**config.mk**
```make
export PLATFORM = sky130hd
export DESIGN_NAME = ucb_arm_select_flat
export DESIGN_NICKNAME = d
export VERILOG_FILES = /design/src/rtl/ucb_arm_select_if.sv /design/src/rtl/ucb_arm_select.sv /design/src/flat_wrapper.sv
export SDC_FILE = /design/constraint.sdc
export NUM_CORES = 1
export LEC_CHECK = 0
export CAP_MARGIN = 25
export CORE_ASPECT_RATIO = 0.5
export CORE_UTILIZATION = 45
export DETAILED_ROUTE_END_ITERATION = 8
export PLACE_DENSITY = 0.71
export SYNTH_ARGS = -nofsm -noshare
export SYNTH_HDL_FRONTEND = slang
export SYNTH_SLANG_ARGS = --single-unit
```
**constraint.sdc**
```tcl
create_clock -name clk -period 5.6 [get_ports clk]
set_input_delay 1.12 -clock clk [delete_from_list [all_inputs] [get_ports clk]]
set_output_delay 1.12 -clock clk [all_outputs]
set_load 0.005 [all_outputs]
```
**src/rtl/ucb_arm_select_if.sv**
```systemverilog
// ucb_arm_select_if: Q-value strobes in (Q1_t/Q2_t with float_Qx_valid), arm_sel/arm_valid out with arm_ready back
interface ucb_arm_select_if;
  logic [31:0] Q1_t;
  logic        float_Q1_valid;
  logic [31:0] Q2_t;
  logic        float_Q2_valid;
  logic        arm_ready;
  logic        arm_sel;
  logic        arm_valid;
  modport slave (
    input  Q1_t, float_Q1_valid, Q2_t, float_Q2_valid, arm_ready,
    output arm_sel, arm_valid
  );
  modport master (
    output Q1_t, float_Q1_valid, Q2_t, float_Q2_valid, arm_ready,
    input  arm_sel, arm_valid
  );
endinterface

```
**src/rtl/ucb_arm_select.sv**
```systemverilog
// ucb_arm_select: picks the arm with the larger float Q (NaN loses, ties alternate) and offers it on arm_valid/arm_ready; ports clk, s_aresetn (sync active-high), bus (Q strobes in, arm out), saturating pull_cnt1/pull_cnt2/round_cnt, sticky drop_err
module ucb_arm_select #(
  parameter int CNT_W = 16
) (
  input  logic             clk,
  input  logic             s_aresetn,
  ucb_arm_select_if.slave  bus,
  output logic [CNT_W-1:0] pull_cnt1,
  output logic [CNT_W-1:0] pull_cnt2,
  output logic [CNT_W-1:0] round_cnt,
  output logic             drop_err
);
  localparam logic [1:0] COLLECT = 2'd0;
  localparam logic [1:0] COMPARE = 2'd1;
  localparam logic [1:0] OUTPUT  = 2'd2;
  logic [1:0]  state;
  logic        got1, got2, tie, sel, vld;
  logic [31:0] q1, q2, k1, k2;
  logic        nan1, nan2, is_tie, win2;
  // Monotone unsigned key: -0 folded onto +0 so they compare equal
  function automatic logic [31:0] key(input logic [31:0] x);
    logic [31:0] c;
    c = (x == 32'h8000_0000) ? 32'h0 : x;
    return c[31] ? ~c : c | 32'h8000_0000;
  endfunction
  always_comb begin
    k1     = key(q1);
    k2     = key(q2);
    nan1   = &q1[30:23] & |q1[22:0];
    nan2   = &q2[30:23] & |q2[22:0];
    is_tie = (nan1 & nan2) | (!nan1 & !nan2 & (k1 == k2));
    win2   = nan1 ? 1'b1 : nan2 ? 1'b0 : (k2 > k1);
  end
  assign bus.arm_sel   = sel;
  assign bus.arm_valid = vld;
  always_ff @(posedge clk) begin
    if (s_aresetn) begin
      state     <= COLLECT;
      got1      <= 1'b0;
      got2      <= 1'b0;
      tie       <= 1'b0;
      sel       <= 1'b0;
      vld       <= 1'b0;
      q1        <= '0;
      q2        <= '0;
      pull_cnt1 <= '0;
      pull_cnt2 <= '0;
      round_cnt <= '0;
      drop_err  <= 1'b0;
    end else begin
      if (state != COLLECT && (bus.float_Q1_valid || bus.float_Q2_valid)) drop_err <= 1'b1;
      case (state)
        COLLECT: begin
          if (bus.float_Q1_valid) begin
            q1   <= bus.Q1_t;
            got1 <= 1'b1;
          end
          if (bus.float_Q2_valid) begin
            q2   <= bus.Q2_t;
            got2 <= 1'b1;
          end
          if ((got1 || bus.float_Q1_valid) && (got2 || bus.float_Q2_valid)) state <= COMPARE;
        end
        COMPARE: begin
          sel   <= is_tie ? tie : win2;
          tie   <= tie ^ is_tie;
          vld   <= 1'b1;
          state <= OUTPUT;
        end
        OUTPUT: begin
          if (bus.arm_ready) begin
            pull_cnt1 <= pull_cnt1 + CNT_W'(!sel && pull_cnt1 != '1);
            pull_cnt2 <= pull_cnt2 + CNT_W'(sel && pull_cnt2 != '1);
            round_cnt <= round_cnt + CNT_W'(round_cnt != '1);
            got1      <= 1'b0;
            got2      <= 1'b0;
            vld       <= 1'b0;
            state     <= COLLECT;
          end
        end
        default: state <= COLLECT;
      endcase
    end
  end
endmodule
```
**src/flat_wrapper.sv**
```systemverilog
// flat-port wrapper written by rule: the top's interface ports become plain ports
module ucb_arm_select_flat 
#(
  parameter int CNT_W = 16
)
  (clk, s_aresetn, pull_cnt1, pull_cnt2, round_cnt, drop_err, bus_Q1_t, bus_float_Q1_valid, bus_Q2_t, bus_float_Q2_valid, bus_arm_ready, bus_arm_sel, bus_arm_valid);
  ucb_arm_select_if bus_i ();
  input  logic clk;
  input  logic s_aresetn;
  output logic [CNT_W-1:0] pull_cnt1;
  output logic [CNT_W-1:0] pull_cnt2;
  output logic [CNT_W-1:0] round_cnt;
  output logic drop_err;
  input wire logic [$bits(bus_i.Q1_t)-1:0] bus_Q1_t;
  input wire logic [$bits(bus_i.float_Q1_valid)-1:0] bus_float_Q1_valid;
  input wire logic [$bits(bus_i.Q2_t)-1:0] bus_Q2_t;
  input wire logic [$bits(bus_i.float_Q2_valid)-1:0] bus_float_Q2_valid;
  input wire logic [$bits(bus_i.arm_ready)-1:0] bus_arm_ready;
  output wire logic [$bits(bus_i.arm_sel)-1:0] bus_arm_sel;
  output wire logic [$bits(bus_i.arm_valid)-1:0] bus_arm_valid;
  assign bus_i.Q1_t = bus_Q1_t;
  assign bus_i.float_Q1_valid = bus_float_Q1_valid;
  assign bus_i.Q2_t = bus_Q2_t;
  assign bus_i.float_Q2_valid = bus_float_Q2_valid;
  assign bus_i.arm_ready = bus_arm_ready;
  assign bus_arm_sel = bus_i.arm_sel;
  assign bus_arm_valid = bus_i.arm_valid;
  ucb_arm_select #(.CNT_W(CNT_W)) u_core (.clk(clk), .s_aresetn(s_aresetn), .bus(bus_i), .pull_cnt1(pull_cnt1), .pull_cnt2(pull_cnt2), .round_cnt(round_cnt), .drop_err(drop_err));
endmodule
```
==> flow_summary.json <==
{
  "hold_class": "register to register",
  "fmax_mhz": 272,
  "yosysWarnings": 0,
  "whs_ps": 481,
  "synth_area_leaders": "dfxtp_1, nand2_1, xor2_1",
  "start_kind": "register",
  "die_w_um": 170,
  "critical_path.top_delay_family": "simple AND/OR/NAND/NOR gates",
  "syn_area_um2": 6380,
  "drt-initial-drc-count": 241,
  "portBuffers": 119,
  "slew_headroom": 0.335,
  "power_density_nw_per_um2": 303,
  "cts_root_buf": "clkbuf_16",
  "cp.required_ps": 5910,
  "rows": 30,
  "yosysMostFrequentCell": "nand2_1",
  "h-tree-depth": 4,
  "yosysTopAreaCellShare": 0.376,
  "vias": 5799,
  "cts.sinks": 120,
  "die_h_um": 86.2,
  "finClkSkew_ps": 10.3,
  "crit_type": "register to register",
  "cpMaxStageDelayCell": "or3_1",
  "cpPeakStageDelay_ps": 710,
  "fin_nets": 1028,
  "crit_top_cell": "o311a_1",
  "cts-resized-gates": 0,
  "track_usage": 0.206,
  "finalCritPeriodShare": 0.656,
  "grt_pass1_vias": 5396,
  "min_period_ps": 3670,
  "insertion_delay_ps": 410,
  "coreArea_um2": 13700,
  "worst_pin_slew_ps": 995,
  "synth_edf_count": 0,
  "rsz0062_at_grt": "false",
  "routed_wl_um": 14800,
  "synth_area_per_cell_um2": 7.77,
  "p_leak_nw": 3.28,
  "start_util": 0.466,
  "synth.distinct_cells": 51,
  "grt_start_max_net_pins": 70,
  "synthTopCellsByCount": "nand2_1, dfxtp_1, nor2_1",
  "syn_nets": 927,
  "cts_made_buffers": 17,
  "critPathLaunch": "u_core.q1[31]",
  "viasPerCell": 5.15,
  "drive_above_1_share": 0.0557,
  "drv_cap": 0,
  "antenna_left": 0,
  "firstDrtPassIters": 4,
  "cts_buffer_depth": 2,
  "hp-start": "u_core.got1",
  "syn-instance-count": 821,
  "reg2reg_from": "u_core.q1[31]",
  "ys_seq_area_frac": 0.376,
  "ctsHoldBuffers": 0,
  "status": "finished, final reports clean",
  "vdd_drop_max_uv": 210,
  "wl_per_cell_um": 13.1,
  "crit_path_end_kind": "register",
  "synth_flop_cell": "dfxtp_1",
  "synth_seq_cells": 120,
  "ios": 120,
  "yosys.area.top_type": "dfxtp_1",
  "crit_chain": "buf_4 -> nor2b_1 -> nand3_1 -> or3_1 -> nand2_1 -> ha_1 -> nand4_1 -> nor3_1 -> o211ai_1 -> a21bo_2 -> o311a_1 -> o311a_1 -> o32ai_1",
  "grt_first_pass_wirelength_um": 24400,
  "dp_hpwl_um": 10700,
  "clk_pin_slew_ps": 60,
  "grt-ovfl-total": 0,
  "crit_buf_inv": 1,
  "die-area_um2": 14700,
  "crit_fanout": 34,
  "syn_to_final_growth_pct": 31.0,
  "cts_tree": "yes",
  "setup_viol": 0,
  "gp_congestion": 0.809,
  "postCtsSetupRepairBufs": 0,
  "antenna_found_initial": 0,
  "hold_viol_final": 0,
  "finalSetupTns_ps": 0,
  "antennaDiodeCount": 0,
  "ys_async_sr_fraction": 0,
  "drc": 0,
  "worst_ep_arrival_time_ps": 3980,
  "slew_violations": 0
}
==> routing by layer <==
metal | up-vias | share of wire | GRT usage
met5 | - | 0 | 0
met4 | 0 | 0.013 | 0.0745
met3 | 20 | 0.038 | 0.0507
met2 | 91 | 0.48 | 0.353
met1 | 2712 | 0.47 | 0.252
li1 | 2976 | - | -
==> logic make-up (layout without fill, tap and decap cells) <==
kind of cell,count (synthesis),in the layout,synth area share
AO/OA/AOI/OAI,122,122,0.109
adder cells (fa/ha/maj),38,38,0.0743
multiplexers,1,1,0.00157
XOR/XNOR,98,98,0.134
buffers and inverters,47,160,0.0296
AND/OR/NAND/NOR,395,395,0.275
flip-flops,120,120,0.376
==> tightest hold or removal path: cells and delay by family (launching register included) <==
kind | cells | cell delay [ps]
flops | 1 | 320
simple gates | 1 | 70
compound gates | 1 | 60
==> path summary, 6_finish.rpt <==
kind	end	slack [ps]	cells after the start
hold reg to reg	u_core.got1	480	2
setup reg to reg	u_core.bus.arm_sel	1930	13
hold / removal	u_core.got1	480	2
setup / recovery	u_core.bus.arm_sel	1930	13
==> flip-flops by register name (all words and copies together), names as in the netlist, 2 cells and up <==
register	cells
u_core.pull_cnt2	16
u_core.q1	32
u_core.pull_cnt1	16
u_core.round_cnt	16
u_core.q2	32
u_core.state	2
==> area by class of cell <==
type,instances,area (µm²)
Sequential cell,120,2400
Timing Repair Buffer,126,1290
Multi-Input combinational cell,654,3790
Clock buffer,17,425
Clock inverter,14,199
Fill cell,1229,5340
Inverter,3,11.3
Tap cell,192,240
==> power breakdown <==
| part | leakage [nW] | internal, mW | total [mW] | switching (mW) |
|---|---|---|---|---|
| clock | 0.304 | 0.747 | 1.16 | 0.412 |
| combinational | 2.00 | 0.211 | 0.439 | 0.228 |
| sequential | 0.978 | 0.893 | 0.933 | 0.0399 |
==> through the flow <==
stage / total power [mW] / std cells / util / instance area (µm²) / worst slack, ps
floorplan: 1.25 / 821 / - / 6380 / 2560
global placement: 1.36 / 1092 / 0.559 / 7660 / 2110
detailed placement: 1.38 / 1092 / 0.559 / 7660 / 1990
CTS: 2.54 / 1123 / 0.605 / 8290 / 1940
global route: 2.65 / 1126 / 0.610 / 8360 / 1660
finish: 2.53 / 1126 / 0.610 / 8360 / 1930
==> cell usage in the layout (no fill, tap or decap), types with 2 or more instances in the layout <==
cell type,n
a21o_1,4
nand4_1,22
clkdlybuf4s50_1,118
nor2_1,88
o31ai_1,2
inv_6,2
and4_1,2
buf_16,2
nor4_1,10
nor4_2,3
nand2b_1,3
clkinv_4,5
nand3_1,20
nor3_1,12
ha_1,37
o31ai_2,2
bufinv_16,4
inv_1,3
dfxtp_1,120
clkinv_2,2
o21ai_0,13
and3_1,7
or3_1,11
xnor2_1,35
a221oi_1,2
a21oi_1,86
xor2_1,63
o311a_1,2
nor2b_1,5
and2_1,3
clkbuf_16,17
nand2_1,200
buf_4,5
Note: power is estimated with default switching activity, not from simulation.
